File: src/rtl/apu_note_sequencer.sv
// Pattern sequencer for the sine-PWM voice: steps a flop-based pattern RAM at a programmable
// tempo and owns the voice divider and gate.
//
// state | meaning
// IDLE  | stopped; gate off, divider held
// LOAD  | one clock: latch pattern[step_idx] into the note registers
// NOTE  | gate follows ~rest for (len+1) ticks
// GAP   | gate off for one tick, then advance, wrap or finish
module apu_note_sequencer #(
  parameter  int STEPS  = 16,
  parameter  int DIV_W  = 12,
  parameter  int LEN_W  = 4,
  parameter  int TICK_W = 20,
  localparam int AW     = $clog2(STEPS),
  localparam int ENT_W  = 1 + LEN_W + DIV_W
) (
  input  logic              clk_i,
  input  logic              rst_i,
  input  logic              start_i,
  input  logic              stop_i,
  input  logic              loop_en_i,
  input  logic [TICK_W-1:0] tempo_i,
  input  logic [AW-1:0]     last_step_i,
  input  logic              wr_en_i,
  input  logic [AW-1:0]     wr_addr_i,
  input  logic [ENT_W-1:0]  wr_data_i,
  output logic [DIV_W-1:0]  divider_o,
  output logic              voice_en_o,
  output logic              busy_o,
  output logic [AW-1:0]     step_idx_o,
  output logic              done_o
);

  typedef enum logic [1:0] {S_IDLE, S_LOAD, S_NOTE, S_GAP} state_e;

  state_e              state_q, state_d;
  logic [ENT_W-1:0]    pat_q [STEPS];
  logic [ENT_W-1:0]    entry;
  logic [DIV_W-1:0]    divider_q, divider_d;
  logic                voice_en_q, voice_en_d;
  logic                done_q, done_d;
  logic [AW-1:0]       step_q, step_d;
  logic [TICK_W-1:0]   presc_q, presc_d;
  logic [LEN_W-1:0]    ticks_q, ticks_d;
  logic                tick;
  logic                last_hit;
  logic                stop_act;

  always_ff @(posedge clk_i or posedge rst_i) begin
    if (rst_i) begin
      for (int i = 0; i < STEPS; i++) pat_q[i] <= '0;
    end else if (wr_en_i) begin
      pat_q[wr_addr_i] <= wr_data_i;
    end
  end

  assign entry    = pat_q[step_q];
  // >= rather than == so a tempo lowered below the running count still ticks at once.
  assign tick     = ((state_q == S_NOTE) || (state_q == S_GAP)) && (presc_q >= tempo_i);
  assign last_hit = (step_q == last_step_i);
  assign stop_act = stop_i && (state_q != S_IDLE);

  always_ff @(posedge clk_i or posedge rst_i) begin
    if (rst_i) state_q <= S_IDLE;
    else       state_q <= state_d;
  end

  always_comb begin
    state_d = state_q;
    if (stop_act) begin
      state_d = S_IDLE;
    end else begin
      case (state_q)
        S_IDLE: if (start_i && !stop_i) state_d = S_LOAD;
        S_LOAD: state_d = S_NOTE;
        S_NOTE: if (tick && (ticks_q == '0)) state_d = S_GAP;
        S_GAP: begin
          if (tick) begin
            if (last_hit && !loop_en_i) state_d = S_IDLE;
            else                        state_d = S_LOAD;
          end
        end
        default: state_d = S_IDLE;
      endcase
    end
  end

  always_comb begin
    divider_d  = divider_q;
    voice_en_d = voice_en_q;
    done_d     = 1'b0;
    step_d     = step_q;
    presc_d    = presc_q;
    ticks_d    = ticks_q;
    if (stop_act) begin
      voice_en_d = 1'b0;
      presc_d    = '0;
    end else begin
      case (state_q)
        S_IDLE: begin
          voice_en_d = 1'b0;
          presc_d    = '0;
          if (start_i && !stop_i) step_d = '0;
        end
        S_LOAD: begin
          divider_d  = entry[DIV_W-1:0];
          voice_en_d = ~entry[ENT_W-1];
          ticks_d    = entry[DIV_W +: LEN_W];
          presc_d    = '0;
        end
        S_NOTE: begin
          if (tick) begin
            presc_d = '0;
            if (ticks_q == '0) voice_en_d = 1'b0;
            else               ticks_d    = ticks_q - LEN_W'(1);
          end else begin
            presc_d = presc_q + TICK_W'(1);
          end
        end
        S_GAP: begin
          if (tick) begin
            presc_d = '0;
            if (last_hit) begin
              if (loop_en_i) step_d = '0;
              else           done_d = 1'b1;
            end else begin
              step_d = step_q + AW'(1);
            end
          end else begin
            presc_d = presc_q + TICK_W'(1);
          end
        end
        default: ;
      endcase
    end
  end

  always_ff @(posedge clk_i or posedge rst_i) begin
    if (rst_i) begin
      divider_q  <= '0;
      voice_en_q <= 1'b0;
      done_q     <= 1'b0;
      step_q     <= '0;
      presc_q    <= '0;
      ticks_q    <= '0;
    end else begin
      divider_q  <= divider_d;
      voice_en_q <= voice_en_d;
      done_q     <= done_d;
      step_q     <= step_d;
      presc_q    <= presc_d;
      ticks_q    <= ticks_d;
    end
  end

  always_comb begin
    busy_o     = (state_q != S_IDLE);
    divider_o  = divider_q;
    voice_en_o = voice_en_q;
    step_idx_o = step_q;
    done_o     = done_q;
  end

endmodule

File: config.mk
export PLATFORM = sky130hd
export DESIGN_NAME = apu_note_sequencer
export DESIGN_NICKNAME = d
export VERILOG_FILES = /design/src/rtl/apu_note_sequencer.sv
export SDC_FILE = /design/constraint.sdc
export NUM_CORES = 1
export LEC_CHECK = 0
export CAP_MARGIN = 20
export CELL_PAD_IN_SITES_DETAIL_PLACEMENT = 0
export CELL_PAD_IN_SITES_GLOBAL_PLACEMENT = 1
export CORE_MARGIN = 10
export CORE_UTILIZATION = 46
export DETAILED_ROUTE_END_ITERATION = 16
export HOLD_SLACK_MARGIN = 0.1
export MAX_ROUTING_LAYER = met4
export PLACE_DENSITY_LB_ADDON = 0.1
export SLEW_MARGIN = 20
export SYNTH_ARGS = -nofsm -noshare
export SYNTH_HDL_FRONTEND = slang
export SYNTH_SLANG_ARGS = --single-unit
export TNS_END_PERCENT = 1
File: constraint.sdc
create_clock -name clk_i -period 23.1 [get_ports clk_i]
set_input_delay 6.93 -clock clk_i [delete_from_list [all_inputs] [get_ports clk_i]]
set_output_delay 6.93 -clock clk_i [all_outputs]
set_load 0.02 [all_outputs]
After elaboration in Yosys (flattened, before gate mapping)
Index checks and enable logic that the tools add are counted.
{"block": "totals", "reg_bits": 316, "input_bits": 51, "output_inout_bits": 19, "word_cells": 102}
{"block": "classes", "addsub": 3, "order_cmp": 4, "n_eq_ne": 14, "mux": 32, "bitwise_logic": 4, "reduce_logical": 22}
{"cell": "bitwise mux 272 bit", "n": 1}
{"cell": "binary-select mux 17 bit (select 4 bit)", "n": 1}
{"cell": "demux 17 bit (select 4 bit)", "n": 1}
{"cell": "2-to-1 mux 17 bit", "n": 3}
{"cell": "2-to-1 mux 20 bit", "n": 2}
{"cell": "one-hot mux 20 bit (2 select lines)", "n": 1}
{"cell": "2-to-1 mux 4 bit", "n": 6}
{"cell": "adder 20 x 1 -> 20 bit (second input constant)", "n": 1}
{"cell": ">= comparator 20 bit", "n": 1}
{"cell": "one-hot mux 4 bit (2 select lines)", "n": 2}
{"cell": "!= test 3 bit (second input constant)", "n": 4}
{"cell": ">= comparator 5 bit (second input constant)", "n": 2}
{"cell": "NOT 4 -> 5 bit", "n": 2}
{"cell": "2-to-1 mux 1 bit", "n": 9}
{"cell": "2-to-1 mux 2 bit", "n": 4}
{"cell": "!= test 2 bit (second input constant)", "n": 4}
{"cell": "one-hot mux 2 bit (4 select lines)", "n": 1}
{"cell": "logical AND 1 bit", "n": 6}
{"cell": "!= test 3 x 2 -> 1 bit (second input constant)", "n": 2}
{"cell": "AND reduction 3 bit", "n": 2}
{"cell": "nonzero test 2 bit", "n": 3}
{"cell": "less-than comparator 5 x 1 -> 1 bit (second input constant)", "n": 1}
{"cell": "AND reduction 5 bit", "n": 1}
{"cell": "adder 4 x 1 -> 4 bit (second input constant)", "n": 1}
{"cell": "14 further kinds", "n": 18}

Depth between registers and ports, before layout
{"block": "logic_depth", "depth_word": 7, "ltp_mapped": 9, "depth_no_buf": 8}

Worst setup path after synthesis
No wires, ideal clock.
{"block": "synth_path", "path_kind": "input to register", "from": "in tempo_i[18]", "to": "reg ticks_q[2]", "setup_ns": 0.125, "t_arrival_ns": 8.698, "t_required_ns": 22.975, "slack_ns": 14.277, "stages": 7, "n_path_buf": 0, "path_cell_list": "inv_1 > ha_1 > nand4_1 > or4_1 > nor2_1 > o31a_1 > mux2_2"}
{"block": "synth_between", "elab_chain_cells": 4}
{"element": "from (decl)", "line": "22", "text": "input logic [TICK_W-1:0] tempo_i,"}
{"element": ">= comparator 20 bit", "line": "59", "text": "assign tick = ((state_q == S_NOTE) || (state_q == S_GAP)) && (presc_q >= tempo_i);"}
{"element": "logical AND 1 bit", "line": "59"}
{"element": "!= test 2 bit (no line)"}
{"element": "AND reduction 4 bit (no line)"}
{"element": "to (signal assigned)", "line": "152", "text": "ticks_q <= ticks_d;"}
{"element": "to (decl)", "line": "44", "text": "logic [LEN_W-1:0] ticks_q, ticks_d;"}
No other way between the ends.
A chain may end at the register's enable or synchronous reset.

Worst setup path after layout
{"block": "layout_path", "from": "reg step_q[0], in the netlist step_idx_o[0]", "to": "out step_idx_o[0]"}
{"element": "from (decl)", "line": "42", "text": "logic [AW-1:0] step_q, step_d;"}
{"element": "from (signal assigned)", "line": "150", "text": "step_q <= step_d;"}
{"element": "to (decl)", "line": "30", "text": "output logic [AW-1:0] step_idx_o,"}
No word-level cell between the ends.

==> out/summary.txt <==
status -> complete, no violations
register area share after synthesis -> 52.9%
critical path required time -> 16.17 ns
CP max stage cell -> dfrtp_4
synthesis-stage register bit count -> 316
most numerous cell in the Yosys netlist -> dfrtp_1
largest net degree at the start of global routing -> 140
vias per std cell -> 5.58
dpl cells -> 1,523
Post-synth EDFFs -> 0
wire length per cell -> 22.3 microns
clk slew on worst S/H paths -> 0.06 ns
core area -> 31,800 sq um
CTS Hold Bufs -> 0
routed wire length -> 35.4 mm
Cells after Synth -> 1,072
DRC -> 0
fin cells -> 1,590
placed cell area -> 16,000 sq um
crit start category -> flop
Initial DRC Count -> 553
clock buffer depth -> 3
routability cong. -> 0.794
Detail Route Antenna Nets -> 0
most frequent cells after synthesis -> dfrtp_1 (316), mux2_2 (274), mux4_2 (60), nand2_1 (51), nor2_1 (42)
Worst Path Buf+Inv -> 1
Sum Neg Setup Slack -> 0 ns
final hold viol count -> 0
area delta synth->final -> 15.5%
H-tree Lvls -> 2
first-pass GRT wire length -> 57.0 mm
leak pwr -> 7.24 nW
share of layout cells above drive strength 1 -> 36.5%
CP cell instances -> clkdlybuf4s50_1
Slew HR -> 28.1%
Initial Util -> 47.0%
die height -> 200 microns
CP delay by family, top -> flip-flops
Final Cell Area -> 17,300 sq um
syn avg cell area -> 13.9 sq um
first drt pass iteration count -> 5
post-DP HPWL -> 21.3 mm
top cells by area, synth -> dfrtp_1 (53%), mux2_2 (21%), mux4_2 (9.0%), ha_1 (2.3%), mux2i_1 (1.9%)
final layout net count -> 1,207
Tcrit/Tclk final -> 39.9%
vias -> 8,868
grt ovf -> 0
I/O pins -> 70
most common flop cell mapped by yosys -> dfrtp_1
crit path capture type -> output port
max_cap viols -> 0
Slew @ Worst Pin -> 1.08 ns
row count -> 65
clock skew -> 0.0130 ns
Die Wd -> 200 microns
cell taking the most area after synthesis -> dfrtp_1
synth unique cells -> 48
FFs w/ async S/R, synth -> 100%
Post-Syn Area -> 14,900 sq um
die area -> 40,100 sq um
CTS Buf Count -> 36
Pwr Density -> 99.5 nW/um^2
crit-path max cell delay -> 0.99 ns
CTS resizes -> 0
Slew Viols, Final -> 0
crit-path max FO -> 44
worst vdd ir -> 0.0594 mV
Hold Path Class -> reg2reg
antenna violations before repair -> 1
Fill cells -> 2,686
clk root buf -> clkbuf_16
IO Port Bufs -> 69
WS Path Type -> reg2out
fmax -> 0.108 GHz
YS warnings -> 0
CP arrival -> 2.29 ns
CTS tree -> done
Synth Net Count -> 1,151
RSZ-0062 raised after global routing -> no
GR Util All Layers -> 18.3%
number of global-route vias before repair -> 9,406
clock net sink count -> 316
final setup fails -> 0
share of the synthesized area in the top cell type -> 52.9%
Final Critical Period -> 9.22 ns
worst skew pair latency -> 0.52 ns
Post-CTS Setup Inserts -> 0
==> power breakdown <==
| part | total (mW) | switching [mW] | internal (mW) |
|---|---|---|---|
| registers | 0.748 | 0.0652 | 0.682 |
| logic | 0.399 | 0.193 | 0.207 |
| clock network | 0.570 | 0.224 | 0.346 |
==> logic make-up after synthesis <==
logic type	Yosys count	synth area share [%]
buffers and inverters	101	2.95
AND/OR/NAND/NOR	152	4.80
multiplexers	364	31.7
AO/OA/AOI/OAI	87	3.89
XOR/XNOR	24	1.41
flip-flops	316	52.9
adder cells (fa/ha/maj)	28	2.34
==> metal layers <==
layer	routed length (microns)	track usage (%)	vias up
met5	0	-	-
met4	501	3.41	0
met3	1360	2.98	43
met2	15800	26.4	144
met1	17800	26.8	4630
li1	-	-	4051
==> state kept, by name, summed over array words and instances, names as in the netlist <==
name        count
state_q         2
presc_q        20
divider_o      12
voice_en_o      1
step_idx_o      4
done_o          1
ticks_q         4
pat_q         272
==> placed cells by master (no fill, tap or decap), drive strengths merged, types with 11 or more instances in the layout <==
master         synthesis  layout
inv                   34      34
o21ai                 32      32
xor2                  11      11
clkdlybuf4s50          0      69
clkbuf                37      53
mux2i                 29      29
nor2                  42      42
nand2                 51      51
o221ai                26      26
nand3                 15      15
mux4                  60      60
dfrtp                316     316
xnor2                 13      13
buf                   30      16
ha                    28      28
mux2                 275     275
==> stage by stage <==
stage | hold WS (ns) | worst slack, ns | total power [mW] | util [%]
final | 0.491 | 13.88 | 1.72 | 54.3
after global routing | 0.514 | 13.74 | 1.82 | 54.3
after CTS | 0.497 | 13.82 | 1.74 | 54.2
after detailed placement | 0.480 | 13.52 | 1.16 | 50.4
after global placement | 0.469 | 13.58 | 1.15 | 50.4
after floorplan | 0.467 | 7.43 | 1.03 | -
==> layout make-up <==
cell class / instances / area (sq um) / share of cell area (%)
Antenna cell: 1 / 2.50 / 0.0145
Tap cell: 435 / 544 / 3.15
Timing Repair Buffer: 85 / 822 / 4.76
Sequential cell: 316 / 7910 / 45.8
Clock inverter: 11 / 116 / 0.674
Inverter: 34 / 135 / 0.783
Multi-Input combinational cell: 655 / 6650 / 38.5
Clock buffer: 53 / 1080 / 6.24
==> worst paths after layout <==
| check | from | end | slack [ns] | cells past startpoint |
|---|---|---|---|---|
| min in group asynchronous | rst_i | presc_q[7] | 7.00 | 2 |
| worst min-delay path | divider_o[6] | divider_o[6] | 0.49 | 2 |
| max in group asynchronous | rst_i | pat_q[237] | 14.46 | 3 |
| worst max register to register | step_idx_o[0] | divider_o[11] | 20.10 | 6 |
| worst max-delay path | step_idx_o[0] | step_idx_o[0] | 13.88 | 1 |
| worst min register to register | divider_o[6] | divider_o[6] | 0.49 | 2 |
Note: power is estimated with default switching activity, not from simulation.
